<file path="src/rtl/io_request_arbiter.sv">
// Round-robin arbiter that lets N cores share one non-cacheable IO port.
// Only one transaction is in flight at a time, and each response is broadcast to all cores with the requester's tag.
module io_request_arbiter #(
    parameter int NUM_REQUESTERS = 4,
    parameter int ADDR_WIDTH     = 32,
    parameter int DATA_WIDTH     = 32,
    parameter int TAG_WIDTH      = 4,
    parameter int READ_LATENCY   = 1,
    localparam int CORE_W = (NUM_REQUESTERS > 1) ? $clog2(NUM_REQUESTERS) : 1
) (
    input  logic                                 clk,
    input  logic                                 reset,
    input  logic [NUM_REQUESTERS-1:0]            req_valid,
    input  logic [NUM_REQUESTERS-1:0]            req_store,
    input  logic [NUM_REQUESTERS*TAG_WIDTH-1:0]  req_tag,
    input  logic [NUM_REQUESTERS*ADDR_WIDTH-1:0] req_address,
    input  logic [NUM_REQUESTERS*DATA_WIDTH-1:0] req_write_data,
    output logic [NUM_REQUESTERS-1:0]            req_ready,
    output logic                                 rsp_valid,
    output logic [CORE_W-1:0]                    rsp_core,
    output logic [TAG_WIDTH-1:0]                 rsp_tag,
    output logic [DATA_WIDTH-1:0]                rsp_read_data,
    output logic                                 io_write_en,
    output logic                                 io_read_en,
    output logic [ADDR_WIDTH-1:0]                io_address,
    output logic [DATA_WIDTH-1:0]                io_write_data,
    input  logic [DATA_WIDTH-1:0]                io_read_data
);

    // Handshake: a request transfers in the cycle where req_valid[i] & req_ready[i];
    // req_ready is one-hot, only asserted in IDLE, and never while reset is high.

    localparam int LAT_W = $clog2(READ_LATENCY + 1);
    localparam logic [CORE_W:0]   N_EXT     = (CORE_W+1)'(NUM_REQUESTERS);
    localparam logic [CORE_W-1:0] LAST_CORE = CORE_W'(NUM_REQUESTERS - 1);
    localparam logic [LAT_W-1:0]  LAT_LOAD  = LAT_W'(READ_LATENCY);
    localparam logic [LAT_W-1:0]  LAT_ONE   = LAT_W'(1);

    generate
        if (READ_LATENCY < 1 || NUM_REQUESTERS < 1) begin : g_bad_param
            $error("io_request_arbiter: READ_LATENCY and NUM_REQUESTERS must be >= 1");
        end
    endgenerate

    typedef enum logic [1:0] {
        ST_IDLE    = 2'd0,
        ST_ISSUE   = 2'd1,
        ST_WAIT    = 2'd2,
        ST_RESPOND = 2'd3
    } state_t;

    // Checkers bind to state; it is the single source of the transaction phase.
    state_t state;
    state_t state_next;

    logic [CORE_W-1:0]           rr_q;
    logic [LAT_W-1:0]            lat_cnt;
    logic                        store_q;
    logic [TAG_WIDTH-1:0]        tag_q;
    logic [CORE_W-1:0]           core_q;

    logic [2*NUM_REQUESTERS-1:0] req_dbl;
    logic [NUM_REQUESTERS-1:0]   req_rot;
    logic                        grant_found;
    logic [CORE_W:0]             grant_off;
    logic [CORE_W:0]             grant_sum;
    logic [CORE_W-1:0]           grant_idx;
    logic                        transfer;

    logic                        sel_store;
    logic [TAG_WIDTH-1:0]        sel_tag;
    logic [ADDR_WIDTH-1:0]       sel_addr;
    logic [DATA_WIDTH-1:0]       sel_data;

    // Rotating the doubled vector puts the pointer's core at bit 0, so the
    // lowest set bit is the first requester at or after the pointer.
    assign req_dbl = {req_valid, req_valid};
    assign req_rot = NUM_REQUESTERS'(req_dbl >> rr_q);

    always_comb begin
        grant_found = 1'b0;
        grant_off   = '0;
        for (int k = 0; k < NUM_REQUESTERS; k++) begin
            if (!grant_found && req_rot[k]) begin
                grant_found = 1'b1;
                grant_off   = (CORE_W+1)'(k);
            end
        end
        grant_sum = {1'b0, rr_q} + grant_off;
        grant_idx = (grant_sum >= N_EXT) ? CORE_W'(grant_sum - N_EXT) : CORE_W'(grant_sum);
    end

    assign transfer = (state == ST_IDLE) && !reset && grant_found;

    always_comb begin
        req_ready = '0;
        if (transfer) begin
            req_ready = NUM_REQUESTERS'(1) << grant_idx;
        end
    end

    always_comb begin
        sel_store = 1'b0;
        sel_tag   = '0;
        sel_addr  = '0;
        sel_data  = '0;
        for (int k = 0; k < NUM_REQUESTERS; k++) begin
            if (grant_idx == CORE_W'(k)) begin
                sel_store = req_store[k];
                sel_tag   = req_tag[k*TAG_WIDTH +: TAG_WIDTH];
                sel_addr  = req_address[k*ADDR_WIDTH +: ADDR_WIDTH];
                sel_data  = req_write_data[k*DATA_WIDTH +: DATA_WIDTH];
            end
        end
    end

    always_ff @(posedge clk) begin
        if (reset) begin
            state <= ST_IDLE;
        end else begin
            state <= state_next;
        end
    end

    always_comb begin
        state_next  = state;
        io_write_en = 1'b0;
        io_read_en  = 1'b0;
        rsp_valid   = 1'b0;
        case (state)
            ST_IDLE: begin
                if (transfer) begin
                    state_next = ST_ISSUE;
                end
            end
            ST_ISSUE: begin
                io_write_en = store_q;
                io_read_en  = !store_q;
                state_next  = store_q ? ST_RESPOND : ST_WAIT;
            end
            ST_WAIT: begin
                if (lat_cnt == LAT_ONE) begin
                    state_next = ST_RESPOND;
                end
            end
            ST_RESPOND: begin
                rsp_valid  = 1'b1;
                state_next = ST_IDLE;
            end
            default: state_next = ST_IDLE;
        endcase
    end

    // Response fields load on the edge entering RESPOND, so they stay stable
    // from the pulse until the next completion.
    always_ff @(posedge clk) begin
        if (reset) begin
            rr_q          <= '0;
            lat_cnt       <= '0;
            store_q       <= 1'b0;
            tag_q         <= '0;
            core_q        <= '0;
            io_address    <= '0;
            io_write_data <= '0;
            rsp_core      <= '0;
            rsp_tag       <= '0;
            rsp_read_data <= '0;
        end else begin
            if (transfer) begin
                store_q       <= sel_store;
                tag_q         <= sel_tag;
                core_q        <= grant_idx;
                io_address    <= sel_addr;
                io_write_data <= sel_data;
                rr_q          <= (grant_idx == LAST_CORE) ? '0 : grant_idx + 1'b1;
            end
            case (state)
                ST_ISSUE: begin
                    if (store_q) begin
                        rsp_core      <= core_q;
                        rsp_tag       <= tag_q;
                        rsp_read_data <= '0;
                    end else begin
                        lat_cnt <= LAT_LOAD;
                    end
                end
                ST_WAIT: begin
                    lat_cnt <= lat_cnt - 1'b1;
                    if (lat_cnt == LAT_ONE) begin
                        rsp_core      <= core_q;
                        rsp_tag       <= tag_q;
                        rsp_read_data <= io_read_data;
                    end
                end
                default: ;
            endcase
        end
    end

endmodule
</file>
<file path="config.mk">
export PLATFORM = sky130hd
export DESIGN_NAME = io_request_arbiter
export DESIGN_NICKNAME = d
export VERILOG_FILES = /design/src/rtl/io_request_arbiter.sv
export SDC_FILE = /design/constraint.sdc
export NUM_CORES = 1
export LEC_CHECK = 0
export ABC_CLOCK_PERIOD_IN_PS = 3900
export CAP_MARGIN = 20
export CORE_AREA = 2 2 167 169
export DETAILED_ROUTE_END_ITERATION = 8
export DIE_AREA = 0 0 169 171
export HOLD_SLACK_MARGIN = 0.03
export PLACE_DENSITY_LB_ADDON = 0.08
export SYNTH_ARGS = -nofsm -noshare
export SYNTH_HDL_FRONTEND = slang
export SYNTH_SLANG_ARGS = --single-unit
</file>
<file path="constraint.sdc">
create_clock -name clk -period 3.9 [get_ports clk]
set_clock_uncertainty 0.15 [all_clocks]
set_input_delay 0.585 -clock clk [delete_from_list [all_inputs] [get_ports clk]]
set_output_delay 0.585 -clock clk [all_outputs]
set_load 0.02 [all_outputs]
</file>
==> impl_metrics.env <==
export IMPL_drive_gt1_share_pct=12.9
export IMPL_first_pass_iters=4
export IMPL_cts_num_sinks=114
export IMPL_synth_common_cells="116 x nor2_1, 114 x dfxtp_1, 100 x nor3_1"
export IMPL_grtUsageMet2_pct=35.0
export IMPL_cp_end_kind="output pin"
export IMPL_ir_drop_mv=0.324
export IMPL_gp_congestion=0.796
export IMPL_synth_most_common_cell="nor2_1"
export IMPL_syn_to_final_growth_pct=81.8
export IMPL_vias=7260
export IMPL_use_met3_pct=6.50
export IMPL_antenna_found_initial=4
export IMPL_crit_path_max_fanout=4
export IMPL_busiest_layer="met2"
export IMPL_period_minus_slack_ns=3.63
export IMPL_ant_nets=0
export IMPL_synth_seq_cells=114
export IMPL_track_usage_pct=19.9
export IMPL_drc=0
export IMPL_synth_ff_type="dfxtp_1"
export IMPL_avgSynthCellArea_sq_um=8.46
export IMPL_fin_nets=1486
export IMPL_drv_cap=0
export IMPL_worst_slew_pin_slew_ns=0.976
export IMPL_yosysWarnings=0
export IMPL_start_util_pct=23.8
export IMPL_grt_overflow=0
export IMPL_htreeDepth=4
export IMPL_p_leak_nw=4.26
export IMPL_cts_tree="built"
export IMPL_yosysSeqAreaShare_pct=35.1
export IMPL_synth_edf_count=0
export IMPL_port_buffers=422
export IMPL_max_clock_freq_ghz=0.276
export IMPL_fin_cells=1524
export IMPL_clk_latency_ns=0.41
export IMPL_die_area_sq_um=28900
export IMPL_multi_input_area_sq_um=3850
export IMPL_drt_iter0_drc=288
export IMPL_clk_pin_slew_ns=0.06
export IMPL_met1_usage_pct=23.5
export IMPL_wl_um=30200
export IMPL_p_per_area_nw_per_um2=844
export IMPL_synth_top_area_share_pct=35.1
export IMPL_die_w_um=169
export IMPL_fillers=2749
export IMPL_ff_latch_area_sq_um=2280
export IMPL_route_detailed_wl_per_inst_um=19.8
export IMPL_async_flop_share_pct=0
export IMPL_cts_buffer_depth=2
export IMPL_grt_pass1_vias=7098
export IMPL_dpl_cell_count=1489
export IMPL_rows=61
export IMPL_num_io_pins=423
export IMPL_status="finished clean"
export IMPL_finalPower_mw=9.97
export IMPL_hold_class="flip-flop to flip-flop"
export IMPL_clock_root_buffer="clkbuf_16"
export IMPL_grt_pass1_wl_um=43500
export IMPL_synth_area_leaders="dfxtp_1 35%, a221oi_1 8.4%, nor3_1 7.7%"
export IMPL_arrival_ns=2.89
export IMPL_timing_final_crit_share_pct=93.0
export IMPL_viasPerCell=4.76
export IMPL_start_kind="primary input"
export IMPL_cts_setup_buffers=0
export IMPL_synthDistinctLibCells=47
export IMPL_crit_type="primary input to output pin"
export IMPL_die_h_um=171
export IMPL_slew_violations=0
export IMPL_finalSetupViolations=0
export IMPL_crit_required_ns=3.16
export IMPL_synth_top_area_cell="dfxtp_1"
export IMPL_finalSetupTns_ns=0
export IMPL_rsz0062_at_grt="false"
export IMPL_finalHoldViolations=0
export IMPL_syn_area_sq_um=6500
export IMPL_mappedNetlistNets=1092
export IMPL_cts_buffers=17
export IMPL_design_core_area_sq_um=27300
export IMPL_synth_cells=768
export IMPL_slew_headroom_pct=34.9
export IMPL_grt_max_degree=75
export IMPL_hpwl_um=22600
routing by layer:
metal | up-vias | share of wire, %
li1 | 3650 | -
met1 | 3336 | 42
met2 | 251 | 49
met3 | 21 | 7.3
met4 | 2 | 1.3
met5 | - | 0.043
report_power, final:
group	switching, mW	internal, mW
clock	0.642	1.03
sequential	0.178	1.51
combinational	3.71	2.91
metrics by stage:
step | setup slack [ns] | utilization, % | cell area (sq um) | hold WS (ns)
2_1_floorplan | 0.0503 | - | 6500 | 0.286
3_3_place_gp | -0.274 | 40.9 | 11200 | 0.299
3_5_place_dp | -0.290 | 40.9 | 11200 | 0.305
4_1_cts | 0.0171 | 43.2 | 11800 | 0.317
5_1_grt | 0.00651 | 43.2 | 11800 | 0.347
6_report | 0.272 | 43.3 | 11800 | 0.313
critical path: stages:
cell and delay (ns):
clkdlybuf4s50_1 0.50, inv_1 0.06, o311ai_0 0.26, o21ai_0 0.15, nand3_1 0.12, ha_1 0.18
xor2_2 0.25, xor2_2 0.20, ha_2 0.27, and2_1 0.14, clkbuf_2 0.17
sequential cells by signal (all words and copies together) (netlist names):
| register | count |
|---|---|
| core_q | 2 |
| store_q | 1 |
| tag_q | 4 |
| rsp_tag | 4 |
| state | 2 |
| io_address | 32 |
| io_write_data | 32 |
| rr_q | 2 |
| rsp_read_data | 32 |
| lat_cnt | 1 |
| rsp_core | 2 |
path summary, 6_finish.rpt:
kind,start,to,slack (ns),depth (start not counted)
hold reg to reg,core_q[0],core_q[0],0.31,2
hold / removal,core_q[0],core_q[0],0.31,2
setup / recovery,req_valid[3],req_ready[1],0.27,11
setup reg to reg,rr_q[0],io_write_data[2],0.61,12
cells by family (layout without fill, tap and decap cells):
family	count (synthesis)	count (layout)	synth area share, %
simple gates	353	353	29.8
compound gates	191	191	24.9
flops	114	114	35.1
buf+inv	90	497	6.76
fa+ha+maj	10	10	1.92
mux	7	7	1.08
xor+xnor	3	3	0.404
other cells	0	3	0
timing repair:
item | CTS | global route
hold buffers | 0 | 0
hold endpoints to repair | 0 | 0
endpoints found under the setup margin | 4 | 9
gates resized for setup | 5 | 11
pin swaps | 1 | 0
final cells by class:
| class | count | area share, % |
|---|---|---|
| inverter | 4 | 0.127 |
| multi-input combinational | 564 | 32.6 |
| tap | 346 | 3.66 |
| antenna | 3 | 0.0635 |
| clock buffer | 17 | 3.60 |
| clock inverter | 15 | 1.64 |
| sequential | 114 | 19.3 |
| timing repair buffer | 461 | 39.0 |
cells in the final DEF, fill, tap and decap left out, types with 4 or more instances in the layout:
cell type,instances
a22oi_1,32
clkbuf_16,17
nor2_1,115
dfxtp_1,114
ha_1,7
inv_1,4
a221oi_1,62
a211oi_2,14
nand2_1,8
nor2b_1,70
inv_6,7
a221oi_2,6
nor3_2,40
mux2i_1,7
clkdlybuf4s50_1,417
and2_1,5
nor3_1,98
clkbuf_2,4
buf_12,9
buf_4,31
a21oi_1,7
a211oi_1,54
(Power assumes the default switching activity.)
